### src/rtl/fdiv_fsqrt_iter_pkg.sv
// Shared FPU definitions for the iterative divide / square-root unit.
package fdiv_fsqrt_iter_pkg;

    localparam int FRAC_W     = 23;          // stored fraction bits
    localparam int SIG_W      = FRAC_W + 1;  // significand incl. hidden bit
    localparam int QW         = 26;          // result: 1 integer + 25 fraction bits
    localparam int CNT_W      = 5;           // iteration counter width
    localparam int FDIV_ITERS = 26;          // one result bit per iteration
    localparam int RW         = 28;          // partial remainder width

    typedef enum logic {
        OP_DIV  = 1'b0,
        OP_SQRT = 1'b1
    } op_e;

    typedef enum logic {
        S_IDLE = 1'b0,
        S_RUN  = 1'b1
    } state_e;

    // Radicand bits consumed two at a time, MSB first. An odd exponent doubles
    // the radicand so the root stays in [1,2); the trailing zero pads the
    // 25-bit radicand to a whole number of digit pairs.
    function automatic logic [QW-1:0] sqrt_radicand(input logic [SIG_W-1:0] a,
                                                    input logic odd);
        return odd ? {a, 2'b00} : {1'b0, a, 1'b0};
    endfunction

endpackage

### src/rtl/fdiv_fsqrt_iter_if.sv
// Issue / result bundle between the FP execute stage and the iterative unit.
interface fdiv_fsqrt_iter_if;
    import fdiv_fsqrt_iter_pkg::*;

    logic             start;
    logic             op_sqrt;
    logic [SIG_W-1:0] a_frac;
    logic [SIG_W-1:0] b_frac;
    logic             odd_exp;
    logic [QW-1:0]    q;
    logic             sticky;
    logic             dbz;
    logic             busy;
    logic             done;
    logic [CNT_W-1:0] count;
    logic             stall;

    modport master (
        output start, op_sqrt, a_frac, b_frac, odd_exp,
        input  q, sticky, dbz, busy, done, count, stall
    );

    modport slave (
        input  start, op_sqrt, a_frac, b_frac, odd_exp,
        output q, sticky, dbz, busy, done, count, stall
    );

endinterface

### src/rtl/fdiv_fsqrt_step.sv
// One restoring iteration: produces a single result bit and the next
// partial remainder for either divide or square root.
module fdiv_fsqrt_step
    import fdiv_fsqrt_iter_pkg::*;
(
    input  logic             op_sqrt,
    input  logic [RW-1:0]    r_in,
    input  logic [SIG_W-1:0] divisor,
    input  logic [QW-2:0]    q_part,
    input  logic [1:0]       pair,
    output logic [RW-1:0]    r_out,
    output logic             bit_out
);

    logic [RW-1:0]      src;
    logic [RW-1:0]      sub;
    logic [RW-1:0]      kept;
    logic signed [RW:0] diff;

    // Trial subtraction; a non-negative difference means the bit is 1.
    // Divide shifts after the decision, sqrt brings in the next radicand
    // pair before it and subtracts {q,01}.
    always_comb begin
        src     = op_sqrt ? {r_in[RW-3:0], pair} : r_in;
        sub     = op_sqrt ? {1'b0, q_part, 2'b01} : {{(RW-SIG_W){1'b0}}, divisor};
        diff    = $signed({1'b0, src}) - $signed({1'b0, sub});
        bit_out = ~diff[RW];
        kept    = bit_out ? diff[RW-1:0] : src;
        r_out   = op_sqrt ? kept : {kept[RW-2:0], 1'b0};
    end

endmodule

### src/rtl/fdiv_fsqrt_iter.sv
// Iterative significand divider / square-rooter, one result bit per cycle.
// Also generates the busy count and the E1 stall for the integer pipe.
module fdiv_fsqrt_iter
    import fdiv_fsqrt_iter_pkg::*;
(
    input logic              clk,
    input logic              clrn,
    fdiv_fsqrt_iter_if.slave bus
);

    state_e           state;
    state_e           state_nxt;
    logic             accept;
    logic             last;
    logic             busy;
    logic             is_dbz;
    logic [CNT_W-1:0] count;
    logic             done;
    logic             sticky;
    logic             dbz;
    logic [QW-1:0]    q_res;

    op_e              op_r;
    logic [SIG_W-1:0] b_r;
    logic [RW-1:0]    r;
    logic [QW-1:0]    rad;
    logic [QW-2:0]    qw;
    logic [RW-1:0]    r_next;
    logic             step_bit;

    assign busy   = (state == S_RUN);
    assign is_dbz = !bus.op_sqrt && (bus.b_frac == '0);

    fdiv_fsqrt_step u_step (
        .op_sqrt (op_r == OP_SQRT),
        .r_in    (r),
        .divisor (b_r),
        .q_part  (qw),
        .pair    (rad[QW-1:QW-2]),
        .r_out   (r_next),
        .bit_out (step_bit)
    );

    // State register.
    always_ff @(posedge clk) begin
        if (!clrn) state <= S_IDLE;
        else       state <= state_nxt;
    end

    // Next state: accept only when idle; divide-by-zero never enters RUN.
    always_comb begin
        state_nxt = state;
        accept    = 1'b0;
        last      = 1'b0;
        case (state)
            S_IDLE: begin
                if (bus.start) begin
                    accept = 1'b1;
                    if (!is_dbz) state_nxt = S_RUN;
                end
            end
            S_RUN: begin
                if (count == CNT_W'(1)) begin
                    last      = 1'b1;
                    state_nxt = S_IDLE;
                end
            end
            default: state_nxt = S_IDLE;
        endcase
    end

    // Control and visible result registers; q only moves on completion.
    always_ff @(posedge clk) begin
        if (!clrn) begin
            count  <= '0;
            done   <= 1'b0;
            q_res  <= '0;
            sticky <= 1'b0;
            dbz    <= 1'b0;
        end else begin
            done <= last | (accept & is_dbz);
            if (accept) begin
                if (is_dbz) begin
                    q_res  <= '1;
                    sticky <= 1'b1;
                    dbz    <= 1'b1;
                    count  <= '0;
                end else begin
                    sticky <= 1'b0;
                    dbz    <= 1'b0;
                    count  <= CNT_W'(FDIV_ITERS);
                end
            end else if (busy) begin
                count <= count - CNT_W'(1);
                if (last) begin
                    q_res  <= {qw, step_bit};
                    sticky <= |r_next;
                end
            end
        end
    end

    // Iteration datapath: operand latch on accept, then one step per cycle.
    always_ff @(posedge clk) begin
        if (accept) begin
            op_r <= op_e'(bus.op_sqrt);
            b_r  <= bus.b_frac;
            qw   <= '0;
            if (bus.op_sqrt) begin
                r   <= '0;
                rad <= sqrt_radicand(bus.a_frac, bus.odd_exp);
            end else begin
                r   <= {{(RW-SIG_W){1'b0}}, bus.a_frac};
                rad <= '0;
            end
        end else if (busy) begin
            r   <= r_next;
            rad <= {rad[QW-3:0], 2'b00};
            qw  <= {qw[QW-3:0], step_bit};
        end
    end

    assign bus.q      = q_res;
    assign bus.sticky = sticky;
    assign bus.dbz    = dbz;
    assign bus.busy   = busy;
    assign bus.done   = done;
    assign bus.count  = count;
    assign bus.stall  = (bus.start & ~busy) | (busy & (count != CNT_W'(1)));

endmodule
### src/flat_wrapper.sv
// flat-port wrapper written by rule: the top's interface ports become plain ports
module fdiv_fsqrt_iter_flat import fdiv_fsqrt_iter_pkg::*;
  (clk, clrn, bus_start, bus_op_sqrt, bus_a_frac, bus_b_frac, bus_odd_exp, bus_q, bus_sticky, bus_dbz, bus_busy, bus_done, bus_count, bus_stall);
  fdiv_fsqrt_iter_if bus_i ();
  input logic clk;
  input logic clrn;
  input wire logic [$bits(bus_i.start)-1:0] bus_start;
  input wire logic [$bits(bus_i.op_sqrt)-1:0] bus_op_sqrt;
  input wire logic [$bits(bus_i.a_frac)-1:0] bus_a_frac;
  input wire logic [$bits(bus_i.b_frac)-1:0] bus_b_frac;
  input wire logic [$bits(bus_i.odd_exp)-1:0] bus_odd_exp;
  output wire logic [$bits(bus_i.q)-1:0] bus_q;
  output wire logic [$bits(bus_i.sticky)-1:0] bus_sticky;
  output wire logic [$bits(bus_i.dbz)-1:0] bus_dbz;
  output wire logic [$bits(bus_i.busy)-1:0] bus_busy;
  output wire logic [$bits(bus_i.done)-1:0] bus_done;
  output wire logic [$bits(bus_i.count)-1:0] bus_count;
  output wire logic [$bits(bus_i.stall)-1:0] bus_stall;
  assign bus_i.start = bus_start;
  assign bus_i.op_sqrt = bus_op_sqrt;
  assign bus_i.a_frac = bus_a_frac;
  assign bus_i.b_frac = bus_b_frac;
  assign bus_i.odd_exp = bus_odd_exp;
  assign bus_q = bus_i.q;
  assign bus_sticky = bus_i.sticky;
  assign bus_dbz = bus_i.dbz;
  assign bus_busy = bus_i.busy;
  assign bus_done = bus_i.done;
  assign bus_count = bus_i.count;
  assign bus_stall = bus_i.stall;
  fdiv_fsqrt_iter u_core (.clk(clk), .clrn(clrn), .bus(bus_i));
endmodule
### config.mk
export PLATFORM = sky130hd
export DESIGN_NAME = fdiv_fsqrt_iter_flat
export DESIGN_NICKNAME = d
export VERILOG_FILES = /design/src/rtl/fdiv_fsqrt_iter_pkg.sv /design/src/rtl/fdiv_fsqrt_iter_if.sv /design/src/rtl/fdiv_fsqrt_step.sv /design/src/rtl/fdiv_fsqrt_iter.sv /design/src/flat_wrapper.sv
export SDC_FILE = /design/constraint.sdc
export NUM_CORES = 1
export LEC_CHECK = 0
export CORE_AREA = 2 2 125 127
export DETAILED_ROUTE_END_ITERATION = 10
export DIE_AREA = 0 0 127 129
export PLACE_DENSITY_LB_ADDON = 0.05
export REMOVE_ABC_BUFFERS = 1
export SYNTH_ARGS = -nofsm -noshare
export SYNTH_HDL_FRONTEND = slang
export SYNTH_HIERARCHICAL = 1
export SYNTH_SLANG_ARGS = --single-unit
### constraint.sdc
create_clock -name clk -period 5.6 [get_ports clk]
set_input_delay 1.4 -clock clk [delete_from_list [all_inputs] [get_ports clk]]
set_output_delay 1.4 -clock clk [all_outputs]
set_load 0.03 [all_outputs]
==> reports/summary.txt, run 1 <==
outcome: finished clean
Synth Warn #: 6
Setup WS post-layout: 270 ps
RSZ-0062 raised after global routing: no
post-detailed-route via-to-cell ratio: 6.06
final worst path period share: 95.2%
internal power of the cells: 0.00299 W
leading post-synthesis cells by cell area: sky130_fd_sc_hd__edfxtp_1 (27%), sky130_fd_sc_hd__dfxtp_1 (14%), sky130_fd_sc_hd__mux2i_1 (8.3%)
io pins: 89
overall power: 0.00508 W
remaining global-route overflow: 0
Seq. cell area: 3540 µm²
time the worst path needs with I/O delays and setup: 5330 ps
CTS tree: done
worst slack, placed: 106 ps
GRT Overall Usage: 26.6%
total CTS buffers: 17
launch point of the worst path: u_core/op_r$_DFFE_PP_
post-detailed-route wirelength per cell: 18.8 µm
number of max-cap violations: 0
dpl hpwl: 15400 µm
clock latency at the later pin of the worst-skew pair: 430 ps
floorplan die height: 129 µm
count of H-tree levels built during CTS: 4
area added between synthesis and finish: 17.7%
net load switching power: 0.00209 W
pin count of the biggest net entering global routing: 80
total DRC errors in the routed layout: 0
worst slew margin relative to its limit: 24.2%
fill cell count: 1170
vias in the first global route: 6727
Nets: 1011
Sw Share: 41.1%
largest buffer count on any clock path: 2
Core Area: 15000 µm²
count of antenna-violating nets left after detailed routing: 0
global-route wire length before repair: 34100 µm
highest achievable clock rate: 0.188 GHz
PwrDens: 503 nW/µm²
data arrival time of the critical path: 5650 ps
Post-Route Skew: 9.70 ps
I/O Buffers: 88
number of gates given a new drive strength after cts: 0
diodes inserted: 0
post-synthesis cell type with the largest combined area: sky130_fd_sc_hd__edfxtp_1
clock group share of total power: 22.0%
number of standard cells after synthesis: 869
Post-synth top cells: sky130_fd_sc_hd__o21ai_0 (98), sky130_fd_sc_hd__nand2_1 (94), sky130_fd_sc_hd__edfxtp_1 (78), sky130_fd_sc_hd__mux2i_1 (71), sky130_fd_sc_hd__dfxtp_1 (60)
largest fanout on the critical path: 43
share of async-settable or async-resettable flops after synthesis: 0%
Critical Path RT: 5920 ps
Hold Violations, Final: 0
share of synthesized area occupied by flip-flops and latches: 41.4%
number of antenna violations at the first check in global routing: 0
master cell of the clock root buffer: sky130_fd_sc_hd__clkbuf_16
number of slew-limit violations in the final report: 0
r2r endpoint: u_core/bus.sticky$_SDFFE_PN0P_
prevailing post-synth register cell: sky130_fd_sc_hd__edfxtp_1
routed wire length: 21200 µm
number of enable flip-flop cells after synthesis: 78
top-count cell post-synth: sky130_fd_sc_hd__o21ai_0
sequential cell fraction of total power: 27.7%
final setup violation count: 0
length of the first detailed-routing pass in iterations: 5
Via Count: 6841
critical path startpoint category: flop
TritonCTS Sinks: 138
share of post-route cells with drive strength above 1: 11.4%
Hold WC Path Type: reg -> reg
synthesized flop and latch total: 138
initial DRC count: 469
die area: 16400 µm²
Worst-Margin Slew: 1140 ps
R2R Setup Slk: 270 ps
CTS clock-pin slew for the worst setup and hold paths: 70 ps
crit path kind: reg -> reg
horizontal die dimension: 127 µm
Post-Synthesis Cell Area: 8570 µm²
capture point of the critical path: u_core/bus.sticky$_SDFFE_PN0P_
share of Yosys cell area claimed by the top area cell type: 27.3%
leakage power: 3.81 nW
crit path capture type: flop
initial cell density of the core: 57.2%
Max IR drop VDD: 296 µV
RR Startpoint: u_core/op_r$_DFFE_PP_
multi-input logic area: 4710 µm²
Distinct cells, synth: 72
number of post-CTS setup repair buffers: 0
hold buffers post-CTS: 0
count of cells along the worst register-to-register path: 17
GPL Wtd Cong: 0.931
# rows: 45
combinational share of power: 50.3%
mean area per synthesized cell: 9.86 µm²
==> layout make-up <==
type                            instances  area share, %
Timing Repair Buffer                   99           9.67
Multi-Input combinational cell        661           46.7
Inverter                               11          0.434
Clock buffer                           18           4.46
Sequential cell                       138           35.1
Tap cell                              188           2.33
Clock inverter                         14           1.31
==> through the flow <==
stage / hold slack [ps] / TNS [ps] / utilization, % / instances / instance area [µm²]
2_1_floorplan: 463 / -4560 / - / 810 / 8280
3_5_place_dp: 471 / 0 / 63.4 / 1097 / 9500
4_1_cts: 484 / 0 / 67.3 / 1129 / 10100
6_report: 482 / 0 / 67.4 / 1129 / 10100
3_3_place_gp: 461 / 0 / 63.4 / 1097 / 9500
5_1_grt: 497 / 0 / 67.4 / 1129 / 10100
==> cell families after synthesis <==
family | share of synthesized area [%]
AOI/OAI and AO/OA | 18.6
and+or+nand+nor | 16.6
adders and majority gates | 4.47
muxes | 13.4
buffers and inverters | 3.81
xor gates and xnor gates | 1.74
DFF | 41.4
==> worst min-delay path by stage <==
stage                     cells past startpoint                     startpoint                             to  slack, ps
after floorplan                               2     u_core/qw[24]$_SDFFE_PP0P_     u_core/qw[24]$_SDFFE_PP0P_        460
final                                         1   u_core/bus.q[9]$_SDFFE_PN0P_   u_core/bus.q[9]$_SDFFE_PN0P_        480
after detailed placement                      1  u_core/bus.q[22]$_SDFFE_PN0P_  u_core/bus.q[22]$_SDFFE_PN0P_        470
after CTS                                     1  u_core/bus.q[15]$_SDFFE_PN0P_  u_core/bus.q[15]$_SDFFE_PN0P_        480
after global routing                          1  u_core/bus.q[22]$_SDFFE_PN0P_  u_core/bus.q[22]$_SDFFE_PN0P_        500
after global placement                        1  u_core/bus.q[24]$_SDFFE_PN0P_  u_core/bus.q[24]$_SDFFE_PN0P_        460
==> flip-flops by register name, indices dropped and copies added, names as in the netlist <==
register and cells:
u_core/bus.q 26, u_core/b_r 24, u_core/bus.done 1, u_core/bus.dbz 1
u_core/op_r 1, u_core/bus.busy 1, u_core/bus.count 5, u_core/r 28
u_core/rad 25, u_core/qw 25, u_core/bus.sticky 1
==> cells in the final DEF, fill, tap and decap left out, types with 9 or more instances in the layout <==
master	count
sky130_fd_sc_hd__nand4_1	9
sky130_fd_sc_hd__edfxtp_1	78
sky130_fd_sc_hd__clkbuf_16	18
sky130_fd_sc_hd__clkdlybuf4s50_1	88
sky130_fd_sc_hd__nand2b_1	55
sky130_fd_sc_hd__mux2_2	27
sky130_fd_sc_hd__a21o_1	13
sky130_fd_sc_hd__o31a_1	19
sky130_fd_sc_hd__a21oi_1	27
sky130_fd_sc_hd__nor3_1	9
sky130_fd_sc_hd__o21a_1	32
sky130_fd_sc_hd__nand3_1	14
sky130_fd_sc_hd__nand2_1	94
sky130_fd_sc_hd__mux2i_1	71
sky130_fd_sc_hd__xnor2_1	11
sky130_fd_sc_hd__dfxtp_1	60
sky130_fd_sc_hd__buf_4	10
sky130_fd_sc_hd__and2_1	10
sky130_fd_sc_hd__nor2_1	23
sky130_fd_sc_hd__ha_1	29
sky130_fd_sc_hd__o21ai_0	98
==> power groups by stage <==
stage	clock network, W	logic, W	registers [W]
finish	0.00112	0.00255	0.00141
global route	0.00118	0.00277	0.00142
CTS	0.00113	0.00249	0.00141
detailed placement	0	0.00247	0.00143
global placement	0	0.00244	0.00142
floorplan	0	0.00185	0.00140
==> worst max-delay path: stages (launching register included) <==
cell and delay (ps):
sky130_fd_sc_hd__edfxtp_1 560, sky130_fd_sc_hd__buf_12 280, sky130_fd_sc_hd__mux2_2 380, sky130_fd_sc_hd__ha_1 360, sky130_fd_sc_hd__a21o_1 270, sky130_fd_sc_hd__a21oi_1 170
sky130_fd_sc_hd__nor2b_1 70, sky130_fd_sc_hd__or4_1 420, sky130_fd_sc_hd__a311o_1 510, sky130_fd_sc_hd__nor2_4 200, sky130_fd_sc_hd__inv_4 160, sky130_fd_sc_hd__buf_4 220
sky130_fd_sc_hd__o21ai_1 210, sky130_fd_sc_hd__mux2i_1 160, sky130_fd_sc_hd__nor4_1 580, sky130_fd_sc_hd__nand4_1 170, sky130_fd_sc_hd__o221a_2 280, sky130_fd_sc_hd__a32o_1 190
==> routing by layer <==
layer | up-vias | share of wire, % | global-route usage [%]
met4 | 0 | 1.7 | 8.40
met2 | 174 | 51 | 46.4
met1 | 3293 | 43 | 33.3
met5 | - | 0 | 0
met3 | 28 | 4.5 | 5.70
li1 | 3346 | - | -
Note: power is estimated with default switching activity, not from simulation.
==> run 2, diff against run 1 <==
--- a/config.mk
+++ b/config.mk
@@ -8,6 +8,7 @@
 export CORE_AREA = 2 2 125 127
 export DETAILED_ROUTE_END_ITERATION = 10
 export DIE_AREA = 0 0 127 129
+export MAX_ROUTING_LAYER = met4
 export PLACE_DENSITY_LB_ADDON = 0.05
 export REMOVE_ABC_BUFFERS = 1
 export SYNTH_ARGS = -nofsm -noshare
==> reports/summary.txt, run 2 (synthesis gave the netlist of run 1 again) <==
GRT Overall Usage: 27.7% (was 26.6%)
initial cell density of the core: 57.2% (unchanged)
hold buffers post-CTS: 0 (unchanged)
maximum cell stage delay along the critical path: 610 ps (was 580 ps)
Nets: 1018 (was 1011)
RR Startpoint: u_core/op_r$_DFFE_PP_ (unchanged)
master cell of the clock root buffer: sky130_fd_sc_hd__clkbuf_16 (unchanged)
I/O Buffers: 88 (unchanged)
vias in the first global route: 6971 (was 6727)
Via Count: 6892 (was 6841)
Post-Route Skew: 10.5 ps (was 9.70 ps)
share of post-route cells with drive strength above 1: 11.9% (was 11.4%)
# rows: 45 (unchanged)
leakage power: 3.83 nW (was 3.81 nW)
number of flip-flops in the largest register: 28 (unchanged)
number of slew-limit violations in the final report: 0 (unchanged)
global-route wire length before repair: 34700 µm (was 34100 µm)
crit path capture type: flop (unchanged)
pin count of the biggest net entering global routing: 80 (unchanged)
post-detailed-route wirelength per cell: 18.9 µm (was 18.8 µm)
cell occurring most often along the worst timing path: sky130_fd_sc_hd__buf_4
final setup violation count: 0 (unchanged)
CTS clock-pin slew for the worst setup and hold paths: 60 ps (was 70 ps)
crit-path cells: buf_4, buf_4, mux2_2, ha_1, nand4_1, nor2_1, and4_1, a31oi_1, a21oi_2, nor2_4, inv_4, buf_4, mux2i_1, mux2i_1, nor4_1, nand4_1, o221a_2, a32o_1 (was buf_12, mux2_2, ha_1, a21o_1, a21oi_1, nor2b_1, or4_1, a311o_1, nor2_4, inv_4, buf_4, o21ai_1, mux2i_1, nor4_1, nand4_1, o221a_2, a32o_1)
Critical Path RT: 5910 ps (was 5920 ps)
Worst-Margin Slew: 1110 ps (was 1140 ps)
dpl hpwl: 15900 µm (was 15400 µm)
fill cell count: 1238 (was 1170)
outcome: finished clean (unchanged)
final-layout setup total negative slack: 0 ps (unchanged)
crit path kind: reg -> reg (unchanged)
routed wire length: 21500 µm (was 21200 µm)
Hold WC Path Type: reg -> reg (unchanged)
highest achievable clock rate: 0.193 GHz (was 0.188 GHz)
total CTS buffers: 17 (unchanged)
initial DRC count: 493 (was 469)
horizontal die dimension: 127 µm (unchanged)
length of the first detailed-routing pass in iterations: 6 (was 5)
master of the slowest instance on the critical path: sky130_fd_sc_hd__nor4_1 (unchanged)
most common cell after layout, fill and taps aside: sky130_fd_sc_hd__o21ai_0 (unchanged)
post-detailed-route via-to-cell ratio: 6.07 (was 6.06)
highest-count cells in the layout ignoring fill and taps: sky130_fd_sc_hd__o21ai_0 (98), sky130_fd_sc_hd__nand2_1 (94), sky130_fd_sc_hd__clkdlybuf4s50_1 (88) (unchanged)
PwrDens: 497 nW/µm² (was 503 nW/µm²)
io pins: 89 (unchanged)
r2r endpoint: u_core/bus.sticky$_SDFFE_PN0P_ (unchanged)
number of cells on the worst hold path: 1 (unchanged)
CTS tree: done (unchanged)
die area: 16400 µm² (unchanged)
multi-input logic area: 4700 µm² (was 4710 µm²)
GPL Wtd Cong: 0.992 (was 0.931)
critical path startpoint category: flop (unchanged)
Seq. cell area: 3540 µm² (unchanged)
data arrival time of the critical path: 5480 ps (was 5650 ps)
capture point of the critical path: u_core/bus.sticky$_SDFFE_PN0P_ (unchanged)
count of cells along the worst register-to-register path: 18 (was 17)
number of max-cap violations: 0 (unchanged)
launch point of the worst path: u_core/op_r$_DFFE_PP_ (unchanged)
R2R Setup Slk: 430 ps (was 270 ps)
count of antenna-violating nets left after detailed routing: 0 (unchanged)
count of H-tree levels built during CTS: 4 (unchanged)
largest fanout on the critical path: 27 (was 43)
number of antenna violations at the first check in global routing: 0 (unchanged)
final design utilization: 67.5% (was 67.4%)
TritonCTS Sinks: 138 (unchanged)
largest buffer count on any clock path: 2 (unchanged)
floorplan die height: 129 µm (unchanged)
diodes inserted: 0 (unchanged)
Core Area: 15000 µm² (unchanged)
Most flops, register: u_core/r (unchanged)
time the worst path needs with I/O delays and setup: 5170 ps (was 5330 ps)
Max IR drop VDD: 263 µV (was 296 µV)
clock latency at the later pin of the worst-skew pair: 420 ps (was 430 ps)
worst slew margin relative to its limit: 25.7% (was 24.2%)
final worst path period share: 92.3% (was 95.2%)
area added between synthesis and finish: 17.9% (was 17.7%)
total DRC errors in the routed layout: 0 (unchanged)
Hold Violations, Final: 0 (unchanged)
remaining global-route overflow: 0 (unchanged)
RSZ-0062 raised after global routing: no (unchanged)
[run 2: area by class of cell]
cell class / instances / share of cell area (%)
Multi-Input combinational cell: 661 / 46.5
Sequential cell: 138 / 35.1
Timing Repair Buffer: 106 / 10.1
Clock buffer: 18 / 4.35
Tap cell: 188 / 2.33
Clock inverter: 14 / 1.23
Inverter: 11 / 0.433
[run 2: worst min-delay path by stage]
stage / endpoint / startpoint
finish: u_core/bus.q[10]$_SDFFE_PN0P_ / u_core/bus.q[10]$_SDFFE_PN0P_
CTS: u_core/bus.q[12]$_SDFFE_PN0P_ / u_core/bus.q[12]$_SDFFE_PN0P_
floorplan: u_core/qw[24]$_SDFFE_PP0P_ / u_core/qw[24]$_SDFFE_PP0P_
detailed placement: u_core/bus.q[10]$_SDFFE_PN0P_ / u_core/bus.q[10]$_SDFFE_PN0P_
global route: u_core/bus.q[10]$_SDFFE_PN0P_ / u_core/bus.q[10]$_SDFFE_PN0P_
global placement: u_core/bus.q[23]$_SDFFE_PN0P_ / u_core/bus.q[23]$_SDFFE_PN0P_
[run 2: critical path, delay by kind of cell (launching register included)]
family          cells  cell delay, ps
buf+inv             4            1050
compound gates      4            1070
simple gates        6            1350
mux                 3             790
flops               1             320
fa+ha+maj           1             470
[run 2: power by group]
part	switching (W)	total (W)	internal, W	leakage (nW)
sequential	0.000112	0.00141	0.00129	1.27
clock	0.000480	0.00108	0.000598	0.284
combinational	0.00146	0.00254	0.00108	2.28
total	0.00206	0.00503	0.00297	3.83
[run 2: per-layer routing]
layer,GRT usage (%),routed length (µm),part of all wire [%]
met1,34.1,9480,44
met2,46.8,10700,50
met3,4.62,716,3.3
met4,9.05,507,2.4
met5,-,0,0
[run 2: timing repair]
action / CTS / global route
setup buffers: 0 / 6
endpoints found under the hold margin: 0 / 0
endpoints found under the setup margin: 0 / 1
resized for setup: 0 / 2
[run 2: stage by stage]
| stage | hold slack [ps] | power (W) | setup WS (ps) | cells | cell area [µm²] |
|---|---|---|---|---|---|
| final | 481 | 0.00503 | 429 | 1136 | 10100 |
| after global routing | 493 | 0.00535 | 157 | 1136 | 10100 |
| after CTS | 483 | 0.00500 | 17.3 | 1130 | 10100 |
| after detailed placement | 473 | 0.00391 | 41.9 | 1098 | 9490 |
| after global placement | 462 | 0.00388 | 138 | 1098 | 9490 |
| after floorplan | 463 | 0.00325 | -829 | 810 | 8280 |
